===== src/rtl/framebuffer_stream_reader.sv =====
// rtl/framebuffer_stream_reader.sv - drains one framebuffer frame from BRAM as an 8-bit pixel stream
//
// Purpose: on frame_ready, reads WORDS_PER_FRAME words from the read-side BRAM
// port through a 2-entry word FIFO and unpacks each word into 8 pixels,
// most significant byte first, with valid/ready flow control.
//
// Ports:
//   clk, rst                 clock, synchronous active-high reset
//   frame_ready              one-cycle pulse: a completed frame is available
//   bram_addr, bram_we       BRAM read address (0 when idle), write enable (always 0)
//   bram_data_out            BRAM read data, valid one cycle after the address
//   m_data, m_valid, m_ready pixel stream handshake
//   m_last                   last pixel of an image line
//   m_user                   first pixel of the frame
//   busy                     frame transfer in progress
//   frame_done               one-cycle pulse after the final pixel is accepted
//   overrun                  one-cycle pulse when frame_ready arrives while not idle
module framebuffer_stream_reader #(
    parameter int ADDR_WIDTH      = 14,
    parameter int DATA_WIDTH_BRAM = 64,
    parameter int WORDS_PER_FRAME = 9600,
    parameter int WORDS_PER_LINE  = 40
) (
    input  logic                       clk,
    input  logic                       rst,
    input  logic                       frame_ready,
    output logic [ADDR_WIDTH-1:0]      bram_addr,
    output logic                       bram_we,
    input  logic [DATA_WIDTH_BRAM-1:0] bram_data_out,
    output logic [7:0]                 m_data,
    output logic                       m_valid,
    input  logic                       m_ready,
    output logic                       m_last,
    output logic                       m_user,
    output logic                       busy,
    output logic                       frame_done,
    output logic                       overrun
);

    localparam logic [1:0] S_IDLE  = 2'd0;
    localparam logic [1:0] S_FETCH = 2'd1;
    localparam logic [1:0] S_DRAIN = 2'd2;
    localparam logic [1:0] S_DONE  = 2'd3;

    localparam int PIX_PER_LINE = 8 * WORDS_PER_LINE;
    localparam int COL_W        = $clog2(PIX_PER_LINE);
    localparam int POP_W        = $clog2(WORDS_PER_FRAME + 1);

    localparam logic [ADDR_WIDTH-1:0] LAST_ADDR = ADDR_WIDTH'(WORDS_PER_FRAME - 1);
    localparam logic [COL_W-1:0]      LAST_COL  = COL_W'(PIX_PER_LINE - 1);
    localparam logic [POP_W-1:0]      LAST_POP  = POP_W'(WORDS_PER_FRAME - 1);

    logic [1:0]                 state;
    logic [ADDR_WIDTH-1:0]      rd_cnt;
    logic                       rd_pending;
    logic [DATA_WIDTH_BRAM-1:0] fifo_mem [0:1];
    logic                       wr_ptr;
    logic                       rd_ptr;
    logic [1:0]                 fifo_cnt;
    logic [2:0]                 byte_idx;
    logic [COL_W-1:0]           col;
    logic [POP_W-1:0]           pop_cnt;
    logic                       first_pix;
    logic                       overrun_q;

    logic                       issue;
    logic                       xfer;
    logic                       pop;
    logic [DATA_WIDTH_BRAM-1:0] head;
    logic [7:0]                 pix;

    // Occupancy counts the word whose read data is on the bus this cycle, so
    // the FIFO can never be asked to hold more than its two entries.
    assign issue = (state == S_FETCH) &&
                   (({1'b0, fifo_cnt} + {2'b00, rd_pending}) < 3'd2);

    assign head = fifo_mem[rd_ptr];
    assign xfer = m_valid && m_ready;
    assign pop  = xfer && (byte_idx == 3'd7);

    always_comb begin
        pix = 8'd0;
        for (int b = 0; b < 8; b++) begin
            if (byte_idx == 3'(b)) begin
                pix = head[DATA_WIDTH_BRAM-1-8*b -: 8];
            end
        end
    end

    assign m_valid    = (fifo_cnt != 2'd0);
    assign m_data     = m_valid ? pix : 8'd0;
    assign m_last     = m_valid && (col == LAST_COL);
    assign m_user     = m_valid && first_pix;
    assign bram_addr  = issue ? rd_cnt : '0;
    assign bram_we    = 1'b0;
    assign busy       = (state == S_FETCH) || (state == S_DRAIN);
    assign frame_done = (state == S_DONE);
    assign overrun    = overrun_q;

    // Storage only; validity is tracked by fifo_cnt, so no reset needed.
    always_ff @(posedge clk) begin
        if (rd_pending) begin
            fifo_mem[wr_ptr] <= bram_data_out;
        end
    end

    always_ff @(posedge clk) begin
        if (rst) begin
            state      <= S_IDLE;
            rd_cnt     <= '0;
            rd_pending <= 1'b0;
            wr_ptr     <= 1'b0;
            rd_ptr     <= 1'b0;
            fifo_cnt   <= 2'd0;
            byte_idx   <= 3'd0;
            col        <= '0;
            pop_cnt    <= '0;
            first_pix  <= 1'b0;
            overrun_q  <= 1'b0;
        end else begin
            overrun_q  <= frame_ready && (state != S_IDLE);
            rd_pending <= issue;

            unique case (state)
                S_IDLE: begin
                    if (frame_ready) begin
                        state     <= S_FETCH;
                        rd_cnt    <= '0;
                        pop_cnt   <= '0;
                        col       <= '0;
                        first_pix <= 1'b1;
                    end
                end
                S_FETCH: begin
                    if (issue && (rd_cnt == LAST_ADDR)) begin
                        state <= S_DRAIN;
                    end
                end
                S_DRAIN: begin
                    if (pop && (pop_cnt == LAST_POP)) begin
                        state <= S_DONE;
                    end
                end
                default: begin
                    state <= S_IDLE;
                end
            endcase

            // Counter parks on the last address instead of wrapping.
            if (issue && (rd_cnt != LAST_ADDR)) begin
                rd_cnt <= rd_cnt + ADDR_WIDTH'(1);
            end

            if (rd_pending) begin
                wr_ptr <= ~wr_ptr;
            end
            if (pop) begin
                rd_ptr  <= ~rd_ptr;
                pop_cnt <= pop_cnt + POP_W'(1);
            end

            unique case ({rd_pending, pop})
                2'b10:   fifo_cnt <= fifo_cnt + 2'd1;
                2'b01:   fifo_cnt <= fifo_cnt - 2'd1;
                default: fifo_cnt <= fifo_cnt;
            endcase

            // byte_idx wraps 7 -> 0 on its own, in step with the pop.
            if (xfer) begin
                byte_idx  <= byte_idx + 3'd1;
                col       <= (col == LAST_COL) ? '0 : col + COL_W'(1);
                first_pix <= 1'b0;
            end
        end
    end

endmodule


===== config.mk =====
export PLATFORM = sky130hd
export DESIGN_NAME = framebuffer_stream_reader
export DESIGN_NICKNAME = d
export VERILOG_FILES = /design/src/rtl/framebuffer_stream_reader.sv
export SDC_FILE = /design/constraint.sdc
export NUM_CORES = 1
export LEC_CHECK = 0
export CAP_MARGIN = 20
export CORE_MARGIN = 1.5
export CORE_UTILIZATION = 40
export CTS_BUF_LIST = sky130_fd_sc_hd__clkbuf_4
export DETAILED_ROUTE_END_ITERATION = 7
export DONT_BUFFER_PORTS = 1
export GPL_TIMING_DRIVEN = 1
export HOLD_SLACK_MARGIN = 0.02
export PLACE_DENSITY = 0.63
export SLEW_MARGIN = 20
export SYNTH_ARGS = -nofsm -noshare
export SYNTH_HDL_FRONTEND = slang
export SYNTH_SLANG_ARGS = --single-unit

===== constraint.sdc =====
create_clock -name clk -period 3.65 [get_ports clk]
set_input_delay 0.1825 -clock clk [delete_from_list [all_inputs] [get_ports clk]]
set_output_delay 0.1825 -clock clk [all_outputs]
set_load 0.005 [all_outputs]

==> flow_summary.toml <==
[clock_network]
clk_latency_ps = 570
cts-root-buf = "clkbuf_4"
clockBufferDepth = 2
h-tree-depth = 4
cts.sinks = 178
postCtsSetupRepairBufs = 0
cts_buffers = 17
cts_tree = "yes"
post_cts_resized = 0
path_clk_slew_ps = 140

[timing]
max-slew-margin-rel = 0.4024
slew_viol_final = 0
fmax_mhz = 313.6
period_share = 0.8738
min_period_ps = 3189
worst_slack_ps = 460.8
tightest_slew_ps = 894.2
finalClockSkew_ps = 21.06
setup_viol = 0
rsz0062_at_grt = "false"
whs_ps = 76.88
finalHoldViolCount = 0
setup_tns_ps = 0

[critical_path]
crit_cells = 7
path_buf_inv = 1
crit_chain = "clkinv_1 > ha_1 > or2_2 > a21o_1 > o21ai_0 > a21oi_1 > o22ai_1"
cp_data_arrival_time_ps = 3010
start_kind = "register"
r2r_setup_slack_ps = 960
critical_path_class = "register to output pin"
path_max_fanout = 14
crit_family = "compound AO/OA/AOI/OAI gates"
end_kind = "output pin"
rr_worst_depth = 7
crit_path_top_delay_cell = "dfxtp_1"
worstPathRequired_ps = 3470
cpPeakStageDelay_ps = 610

[place]
numPlacedInstances = 888
port_buffers = 0
gp_congestion = 0.9203
dp_hpwl_um = 12180
dpl_worst_slack_ps = 1113

[pwr]
power.density_nw_per_um2 = 466.3
p_int_w = 0.002980
pwr-share-comb = 0.180
switching_power_w = 0.001273
p_leak_nw = 2.977
vdd_drop_max_uv = 255.7
seqPwrFrac = 0.564
clkPwrFrac = 0.256
swShare = 0.2993

[route]
firstDrtPassIters = 6
ant_nets = 0
vias = 5327
drt_iter0_drc = 433
wl_per_cell_um = 17.91
vias_per_cell = 5.381
drc = 0
wl_um = 17730

[cells_and_area]
final_common_cell = "edfxtp_1"
final_cell_mix = "edfxtp_1, dlygate4sd3_1, a21oi_1, nor2_1, dfxtp_1"
final_nets = 794
fin_cells = 990
drive_gt1_frac = 0.1340
area_delta_synth_final_pct = 15.31

[synthesis]
synthCells = 650
post_synth.cell_area_avg_um2 = 12.17
async_reset_ff_frac = 0
syn_area_um2 = 7911
syn_nets = 733
seq_area_frac_synth = 0.6124
synth-edff-count = 128
yosys_warnings = 0
ys_ff_latch = 178
synth-main-ff-cell = "edfxtp_1"
synth_cell_types = 58

[worst_hold_path]
hold_path_class = "input port to register"
min_path_cells = 3

[global_routing]
grt_pass1_wl_um = 27280
grt_max_degree = 65
antenna_found_initial = 1
grt.overflow.total = 0
gr-usage-all-layers = 0.1763
grt_pass1_vias = 5089

[floorplan]
fp.dieH_um = 143.6
die_area_um2 = 20630
io_pins = 97
core_region_area_um2 = 19400
start_util = 0.4078
row_count = 51
die_w_um = 143.6

[run_status]
outcome = "complete, no violations"

[flow_run]
maxCapViolations = 0
## final cells by class
| type | count | area [um^2] |
|---|---|---|
| clock buffers | 18 | 135.1 |
| repair buffers | 76 | 753.2 |
| fillers | 1805 | 10280 |
| multi-input cells | 427 | 2867 |
| well taps | 265 | 331.6 |
| flip-flops and latches | 178 | 4846 |
| inverters | 11 | 41.29 |
| diodes | 1 | 2.502 |
| clock inverters | 14 | 146.4 |
## flip-flops by register name, indices dropped and copies added, names as in the netlist, named ones only
register / count
rd_ptr: 1
col: 9
fifo_mem: 128
rd_pending: 1
overrun: 1
wr_ptr: 1
rd_cnt: 14
pop_cnt: 14
first_pix: 1
fifo_cnt: 2
byte_idx: 3
state: 2
## path summary, 6_finish.rpt
path	startpoint	end
hold / removal	frame_ready	first_pix
hold reg to reg	pop_cnt[13]	pop_cnt[13]
setup reg to reg	state[1]	rd_cnt[3]
setup / recovery	byte_idx[2]	m_data[6]
## metrics by stage
stage / total power, W / util / area (um^2)
2_1_floorplan: 0.002940 / - / 7911
3_3_place_gp: 0.003098 / 0.4195 / 8138
3_5_place_dp: 0.003125 / 0.4195 / 8138
4_1_cts: 0.004288 / 0.4701 / 9120
5_1_grt: 0.004469 / 0.4703 / 9123
6_report: 0.004253 / 0.4703 / 9123
## power groups by stage
stage          Clock [W]  Sequential (W)  Combinational (W)
5_1_grt          0.00121         0.00241           0.000841
3_3_place_gp           0         0.00244           0.000658
6_report         0.00109         0.00240           0.000765
4_1_cts          0.00112         0.00240           0.000766
3_5_place_dp           0         0.00245           0.000678
2_1_floorplan          0         0.00243           0.000508
## Yosys cell counts, types with 9 or more instances
master / number / area, um^2
edfxtp_1: 128 / 3844
nand2_1: 40 / 150.1
a21o_1: 16 / 120.1
dfxtp_1: 50 / 1001
ha_1: 15 / 187.7
mux2i_1: 25 / 250.2
and2_1: 16 / 100.1
nor2_1: 50 / 187.7
a21oi_1: 52 / 260.3
nand3_1: 19 / 95.09
mux2_2: 44 / 495.5
clkbuf_1: 16 / 60.06
o21ai_0: 32 / 160.2
inv_1: 9 / 33.78
nor3_1: 13 / 65.06
## tightest hold or removal path, stage by stage
cell     delay, ps
and2_1         200
o21ai_0        170
nor2_1          40
## routing by layer
metal | track usage | up-vias | part of all wire
met5 | 0 | - | 0
met4 | 0.05478 | 0 | 0.014
met3 | 0.04732 | 17 | 0.056
met2 | 0.3034 | 168 | 0.51
met1 | 0.2155 | 2570 | 0.42
li1 | - | 2572 | -
## kinds of logic after synthesis
kind of cell / share of synthesized area
compound gates: 0.1151
xor+xnor: 0.006642
fa+ha+maj: 0.02372
buf+inv: 0.02641
flops: 0.6124
mux: 0.09426
other cells: 0.0004740
simple gates: 0.1210
## repair_timing
item                       in CTS  in global routing
setup endpoints to repair       0                  0
hold buffers                   69                  0
hold endpoints to repair      178                  0
Note: power is estimated with default switching activity, not from simulation.
